[src/rtl/prio_arbiter_fsm_amisha.sv]
// Four-requester arbiter with fixed-priority or round-robin selection, grant ownership
// and a hold-time limit that forces a direct handover when others are waiting.
module prio_arbiter_fsm_amisha #(
  parameter int HOLD_MAX = 8
) (
  input  logic       clk_amisha,
  input  logic       rst_n_amisha,
  input  logic [4:1] req_amisha,
  input  logic       rr_mode_amisha,
  output logic [4:1] grant_amisha,
  output logic [2:0] gid_amisha,
  output logic       busy_amisha,
  output logic       expire_amisha
);

  typedef enum logic {
    IDLE = 1'b0,
    OWN  = 1'b1
  } state_e;

  localparam logic [7:0] HOLD_MAX_C = 8'(HOLD_MAX);

  // Requester indices are kept 0-based internally: 0 is requester 1, 3 is requester 4.
  state_e     state_q;
  logic [1:0] owner_q;
  logic [1:0] last_q;
  logic [7:0] cnt_q;
  logic [3:0] grant_q;
  logic [2:0] gid_q;
  logic       expire_q;

  logic [3:0] req_v;
  logic [3:0] owner_mask;
  logic       req_owner;
  logic       others_pending;
  logic [1:0] win_any;
  logic [1:0] win_other;

  // RR search walks downward from last-1, wrapping, and visits last itself at the end.
  function automatic logic [1:0] pick(input logic [3:0] r, input logic rr,
                                      input logic [1:0] last);
    logic [1:0] w;
    logic [1:0] idx;
    w = 2'd0;
    if (!rr) begin
      for (int i = 0; i < 4; i++) begin
        if (r[i]) w = 2'(i);
      end
    end else begin
      for (int k = 4; k >= 1; k--) begin
        idx = last - 2'(k);
        if (r[idx]) w = idx;
      end
    end
    return w;
  endfunction

  function automatic logic [3:0] onehot(input logic [1:0] idx);
    return 4'b0001 << idx;
  endfunction

  always_comb begin
    req_v          = req_amisha;
    owner_mask     = onehot(owner_q);
    req_owner      = |(req_v & owner_mask);
    others_pending = |(req_v & ~owner_mask);
    win_any        = pick(req_v, rr_mode_amisha, last_q);
    win_other      = pick(req_v & ~owner_mask, rr_mode_amisha, last_q);
  end

  always_ff @(posedge clk_amisha) begin
    if (!rst_n_amisha) begin
      state_q  <= IDLE;
      owner_q  <= 2'd0;
      last_q   <= 2'd0;
      cnt_q    <= 8'd0;
      grant_q  <= 4'b0000;
      gid_q    <= 3'b000;
      expire_q <= 1'b0;
    end else begin
      expire_q <= 1'b0;
      case (state_q)
        IDLE: begin
          if (|req_v) begin
            state_q <= OWN;
            owner_q <= win_any;
            last_q  <= win_any;
            cnt_q   <= 8'd1;
            grant_q <= onehot(win_any);
            gid_q   <= {1'b0, win_any} + 3'd1;
          end else begin
            grant_q <= 4'b0000;
            gid_q   <= 3'b000;
          end
        end
        OWN: begin
          // Release outranks expiry, so a simultaneous drop never pulses expire.
          if (!req_owner) begin
            state_q <= IDLE;
            grant_q <= 4'b0000;
            gid_q   <= 3'b000;
          end else if (cnt_q == HOLD_MAX_C && others_pending) begin
            owner_q  <= win_other;
            last_q   <= win_other;
            cnt_q    <= 8'd1;
            grant_q  <= onehot(win_other);
            gid_q    <= {1'b0, win_other} + 3'd1;
            expire_q <= 1'b1;
          end else if (cnt_q != HOLD_MAX_C) begin
            cnt_q <= cnt_q + 8'd1;
          end
        end
        default: begin
          state_q <= IDLE;
          grant_q <= 4'b0000;
          gid_q   <= 3'b000;
        end
      endcase
    end
  end

  assign grant_amisha  = grant_q;
  assign gid_amisha    = gid_q;
  assign busy_amisha   = (state_q == OWN);
  assign expire_amisha = expire_q;

endmodule

[config.mk]
export PLATFORM = sky130hd
export DESIGN_NAME = prio_arbiter_fsm_amisha
export DESIGN_NICKNAME = d
export VERILOG_FILES = /design/src/rtl/prio_arbiter_fsm_amisha.sv
export SDC_FILE = /design/constraint.sdc
export NUM_CORES = 1
export LEC_CHECK = 0
export BUFFER_PORTS_ARGS = -buffer_cell sky130_fd_sc_hd__clkbuf_2
export CAP_MARGIN = 15
export CORE_MARGIN = 4
export CORE_UTILIZATION = 58
export CTS_CLUSTER_DIAMETER = 150
export CTS_CLUSTER_SIZE = 20
export DETAILED_ROUTE_END_ITERATION = 10
export GPL_TIMING_DRIVEN = 0
export HOLD_SLACK_MARGIN = 0.03
export PLACE_DENSITY = 0.87
export RECOVER_POWER = 50
export SYNTH_ARGS = -nofsm -noshare
export SYNTH_HDL_FRONTEND = slang
export SYNTH_SLANG_ARGS = --single-unit
[constraint.sdc]
create_clock -name clk_amisha -period 3.75 [get_ports clk_amisha]
set_input_delay 0 -clock clk_amisha [delete_from_list [all_inputs] [get_ports clk_amisha]]
set_output_delay 0 -clock clk_amisha [all_outputs]
set_load 0.01 [all_outputs]
==> results of run 1 <==
==> path summary, 6_finish.rpt <==
kind                                     start  cells after the start       endpoint
worst min register to register        cnt_q[7]                      2       cnt_q[7]
worst max register to register       last_q[0]                     12  gid_amisha[1]
worst min-delay path            rr_mode_amisha                      4      last_q[1]
worst max-delay path                 last_q[0]                     12  gid_amisha[1]
==> worst max-delay path, cell delays in order (launching register included) <==
cell      delay (ns)
dfxtp_1         0.38
buf_4           0.18
clkinv_1        0.25
ha_1            0.41
mux4_2          0.36
nor3_1          0.07
o311ai_1        0.64
inv_1           0.15
ha_1            0.31
nand2_1         0.06
nand2_1         0.11
o211ai_1        0.09
a31oi_1         0.17
==> what timing repair did <==
action,CTS,global route
buffers inserted,0,0
gates resized for setup,0,0
hold buffers,1,0
endpoints found under the setup margin,0,0
endpoints found under the hold margin,1,0
==> power by group through the flow <==
stage / clock network, W / registers [W] / logic (W)
after floorplan: 0 / 0.000234 / 0.000251
after global placement: 0 / 0.000229 / 0.000321
after detailed placement: 0 / 0.000230 / 0.000334
after CTS: 0.0000948 / 0.000226 / 0.000337
after global routing: 0.000104 / 0.000228 / 0.000372
final: 0.0000952 / 0.000226 / 0.000338
==> kinds of logic after synthesis <==
family                   after synthesis
buffers and inverters                 25
XOR/XNOR                               6
AND/OR/NAND/NOR                       65
AO/OA/AOI/OAI                         56
adder cells (fa/ha/maj)               10
multiplexers                           9
flip-flops                            18
==> final cells by class <==
cell class / instances / share of cell area
multi-input cells: 146 / 0.6337
flip-flops and latches: 18 / 0.2175
repair buffers: 15 / 0.04154
plain buffers: 12 / 0.04154
inverters: 13 / 0.02946
well taps: 30 / 0.02266
clock buffers: 3 / 0.01360
==> per-stage QoR <==
stage,cells,power [W]
floorplan,189,0.0004850
global route,237,0.0007045
finish,237,0.0006588
CTS,237,0.0006572
global placement,233,0.0005491
detailed placement,233,0.0005645
==> cells in the final DEF (no fill, tap or decap), types with 3 or more instances in the layout <==
master    Yosys  routed
xnor2_1       4       4
clkbuf_4      0       3
nor2b_1       3       3
a31oi_1       5       5
inv_1        11      12
ha_1         10      10
buf_4         5       5
nand3_1       3       3
a211oi_1      3       3
buf_2         3       3
nor2_1       20      20
dfxtp_1      18      18
a21oi_1       5       5
mux2i_1       5       5
nand2_1      14      14
clkbuf_2      1       6
nor3_1        3       3
o21ai_0      13      14
o21a_1        3       3
and3_1        3       3
clkbuf_1      3      12
==> per-layer routing <==
layer	vias up	GRT usage	routed length [µm]
li1	739	-	-
met1	733	0.2964	1485
met2	79	0.3978	1938
met3	8	0.03486	320
met4	0	0.06796	36
met5	-	0	0
==> sequential cells by signal, indices dropped and copies added (netlist names) <==
signal,cells
last_q,2
busy_amisha,1
grant_amisha,4
expire_amisha,1
gid_amisha,2
cnt_q,8
==> impl_metrics.ini, run 1 <==
[worst_setup_path]
start_kind = register
cp_data_required_time_ns = 3.97
critPathKind = register to register
cp_max_fo = 9
cp-end-kind = register
worst-r2r-setup-slack_ns = 0.48
crit_arrival_ns = 3.49

[timing]
max_slew_margin = 0.4724
fmax_mhz = 305.6
drv_slew = 0
fin_crit_sh = 0.8725
fin_worst_skew_ns = 0.007126
tns_ns = 0
fin_hold_ws_ns = 0.3377
hold_viol = 0
setup_viol = 0
fin_crit_ns = 3.272
tightest_slew_ns = 0.7915
post-route-worst-setup-slack_ns = 0.4781
rsz0062_at_grt = no

[power]
vdd.ir_drop.worst_uv = 297.7
power.density_nw_per_um2 = 397.7
leakagePower_nw = 0.6563
switchingPower_w = 0.0002734
pwr-share-seq = 0.343
comb_power_share = 0.513
p_sw_frac = 0.4150
pwr-share-clk = 0.145
internal_power_w = 0.0003854

[hold_path]
hp-class = input port to register

[floorplan]
die_area_um2 = 3527
die_y_um = 59.39
num_rows = 18
core_area_um2 = 2500
start_util = 0.6126
die_w_um = 59.39
io_pins = 16

[synthesis]
synthTopCellsByCount = nor2_1 (20), dfxtp_1 (18), nand2_1 (14)
avgSynthCellArea_um2 = 8.103
syn-cell-area_um2 = 1531
synth_top_family_by_area = compound AO/OA/AOI/OAI gates
synth.area.mux_share = 0.07680
syn_nets = 206
synthDistinctLibCells = 63
synthTopCellsByArea = dfxtp_1 (24%), ha_1 (8.2%), nor2_1 (4.9%)
synth-adder-area-share = 0.08170
yosys.area_share.simple = 0.2296
synth-seq-cells = 18
yosysWarningCount = 0
synth-edff-count = 0
async_flop_share = 0
synthFlopType = dfxtp_1
synth_xor_area_frac = 0.03431
synth_top_area_frac = 0.2353
synth.yosys.seq_area_share = 0.2353
synth_cells = 189
synth-compound-area-share = 0.2655
yosysTopAreaCell = dfxtp_1
yosysMostFrequentCell = nor2_1

[final_layout]
diodes = 0
multi_input_area_um2 = 1050
fillers = 216
area_delta_synth_final_pct = 8.170
nNetsFinal = 226
final-seq-area_um2 = 360.3
fin_area_um2 = 1657
final_util = 0.6627
drive_gt1_frac = 0.1353

[routing]
drtIter0Drc = 101
drt-pass1-iter-count = 4
vias = 1559
via_per_inst = 6.578
drc = 0
final_antenna_net_count = 0
drt-total-wl_mm = 3.781
avgRoutedWirePerCell_um = 15.95

[grt]
grt.total_usage = 0.2314
grt_overflow = 0
grt_start_max_net_pins = 11
grt_pass1_wl_mm = 6.492
grt_pass1_vias = 1499
grt_antenna_before_repair = 0

[cts]
cts_made_buffers = 3
htree_levels = 1
clock_sinks = 18
worstSkewPairLatency_ns = 0.29
root_buffer = clkbuf_4
clockBufferDepth = 2
cts_tree = yes
clk_pin_slew_ns = 0.10

[job]
drv_cap = 0

[placement]
post-place-ws_ns = 0.5480
place.gp.congestion = 0.9657
place_area_um2 = 1639
dp_hpwl_mm = 2.819
portBuffers = 14

[outcome]
outcome = complete, no violations
Power figures use the tool's default switching activity.
==> inputs of run 2 (changes only) <==
BUFFER_PORTS_ARGS = -buffer_cell sky130_fd_sc_hd__buf_2   (was -buffer_cell sky130_fd_sc_hd__clkbuf_2)
==> run 2 against run 1 <==
Worst hold slack worse by 0.30 ns. Die area is the same. Register-to-register slack gained 0.04 ns. Non-clock buffer count fell by 1. Final area is 0.60% lower. Global-route usage fell by 1.2 points. Wire length down 3.6%. Sequential share of layout area grew 0.13 points. Flip-flop and latch count unchanged. Clock skew decreased by 0.0033 ns. Critical path depth stayed put.
==> impl_metrics.ini, run 2 (synthesized netlist as in run 1, its figures left out) <==
[routing]
vias = 1539
final_antenna_net_count = 0
avgRoutedWirePerCell_um = 15.45
via_per_inst = 6.521
drt-pass1-iter-count = 8
drt-total-wl_mm = 3.646
drtIter0Drc = 154
drc = 0

[worst_setup_path]
cpPeakStageDelay_ns = 0.63
startpoint = last_q[0]
crit_arrival_ns = 3.46
crit_family = compound AO/OA/AOI/OAI gates
r2r-start = last_q[0]
cp_max_fo = 9
path_cells = buf_4, clkinv_1, ha_1, mux4_2, nor3_1, o311ai_1, inv_1, ha_1, nand2_1, nand2_1, o211ai_1, a31oi_1
cp-end-kind = register
start_kind = register
cp_num_buf_inv = 3
critPathKind = register to register
slowest_stage = o311ai_1
cp_data_required_time_ns = 3.97

[timing]
drv_slew = 0
tns_ns = 0
fmax_mhz = 309.1
fin_worst_skew_ns = 0.003812
max_slew_margin = 0.5133
rsz0062_at_grt = no
fin_crit_sh = 0.8627
hold_viol = 0
tightest_slew_ns = 0.7301
setup_viol = 0
fin_crit_ns = 3.235

[cts]
clock_sinks = 18
clockBufferDepth = 2
htree_levels = 1
post_cts_buffers = 0
post_cts_resized = 0
clk_pin_slew_ns = 0.09
root_buffer = clkbuf_4
hold_buffers = 0
worstSkewPairLatency_ns = 0.29
cts_tree = yes
cts_made_buffers = 3

[final_layout]
drive_gt1_frac = 0.1359
fillers = 213
final_common_cell = nor2_1
layout_common_cells = nor2_1 (20), dfxtp_1 (18), nand2_1 (14), o21ai_0 (14)
area_delta_synth_final_pct = 7.516
regMostFlops = cnt_q
diodes = 0
largest_reg_flops = 8
nNetsFinal = 225
final_util = 0.6587

[placement]
portBuffers = 14
place.gp.congestion = 0.9660
dp_hpwl_mm = 2.706

[power]
pwr-share-clk = 0.141
leakagePower_nw = 0.6510
pwr-share-seq = 0.345
internal_power_w = 0.0003846
comb_power_share = 0.514
p_total_w = 0.0006534
power.density_nw_per_um2 = 396.8
p_sw_frac = 0.4114
vdd.ir_drop.worst_uv = 282.8
switchingPower_w = 0.0002688

[hold_path]
hp-class = input port to register
min_from = rst_n_amisha

[floorplan]
die_y_um = 59.39
io_pins = 16
num_rows = 18
die_w_um = 59.39
die_area_um2 = 3527
core_area_um2 = 2500
start_util = 0.6126

[grt]
grt.total_usage = 0.2192
grt_antenna_before_repair = 0
grt_start_max_net_pins = 11
grt_pass1_wl_mm = 6.078
grt_overflow = 0
grt_pass1_vias = 1449

[job]
drv_cap = 0

[outcome]
outcome = complete, no violations
-- run 2: changes by cell type in the layout (fill, tap and decap cells not counted), sizes merged --
cell and change:
dlygate4sd3 -1, clkbuf -5, buf +5
-- run 2: worst reg2reg max path, stage by stage (launching register included) --
cell and delay [ns]:
dfxtp_1 0.37, buf_4 0.17, clkinv_1 0.25, ha_1 0.41
mux4_2 0.37, nor3_1 0.06, o311ai_1 0.63, inv_1 0.16
ha_1 0.32, nand2_1 0.07, nand2_1 0.10, o211ai_1 0.09
a31oi_1 0.16
-- run 2: layout make-up --
type,instances,area [µm²],area share
Buffer,12,68.82,0.04179
Clock buffer,3,22.52,0.01368
Inverter,13,48.80,0.02964
Multi-Input combinational cell,146,1050,0.6375
Sequential cell,18,360.3,0.2188
Tap cell,30,37.54,0.02280
Timing Repair Buffer,14,58.81,0.03571
-- run 2: final timing paths --
path | to | cells past startpoint | slack, ns
setup / recovery | gid_amisha[1] | 12 | 0.52
hold / removal | cnt_q[6] | 3 | 0.04
setup reg to reg | gid_amisha[1] | 12 | 0.52
hold reg to reg | cnt_q[7] | 2 | 0.55
-- run 2: metal layers --
metal | up-vias | track usage | wire length [µm]
li1 | 733 | - | -
met1 | 722 | 0.2653 | 1511
met2 | 73 | 0.3760 | 1787
met3 | 11 | 0.05011 | 283
met4 | 0 | 0.07767 | 64
met5 | - | 0 | 0
-- run 2: metrics by stage --
stage                     cell area, µm²  setup slack [ns]  hold slack, ns  std cells
final                               1647            0.5151         0.04021        236
after global routing                1647            0.3047         0.04886        236
after CTS                           1662            0.5141         0.03229        236
after detailed placement            1639            0.5489          0.3494        233
after global placement              1639            0.6417          0.3383        233
after floorplan                     1531             1.046          0.1792        189
-- run 2: power groups by stage --
stage                     clock network, W  logic [W]  registers [W]
after detailed placement                 0   0.000333       0.000229
final                            0.0000920   0.000336       0.000225
after global routing              0.000105   0.000366       0.000228
after floorplan                          0   0.000251       0.000234
after CTS                        0.0000951   0.000336       0.000225
after global placement                   0   0.000321       0.000228
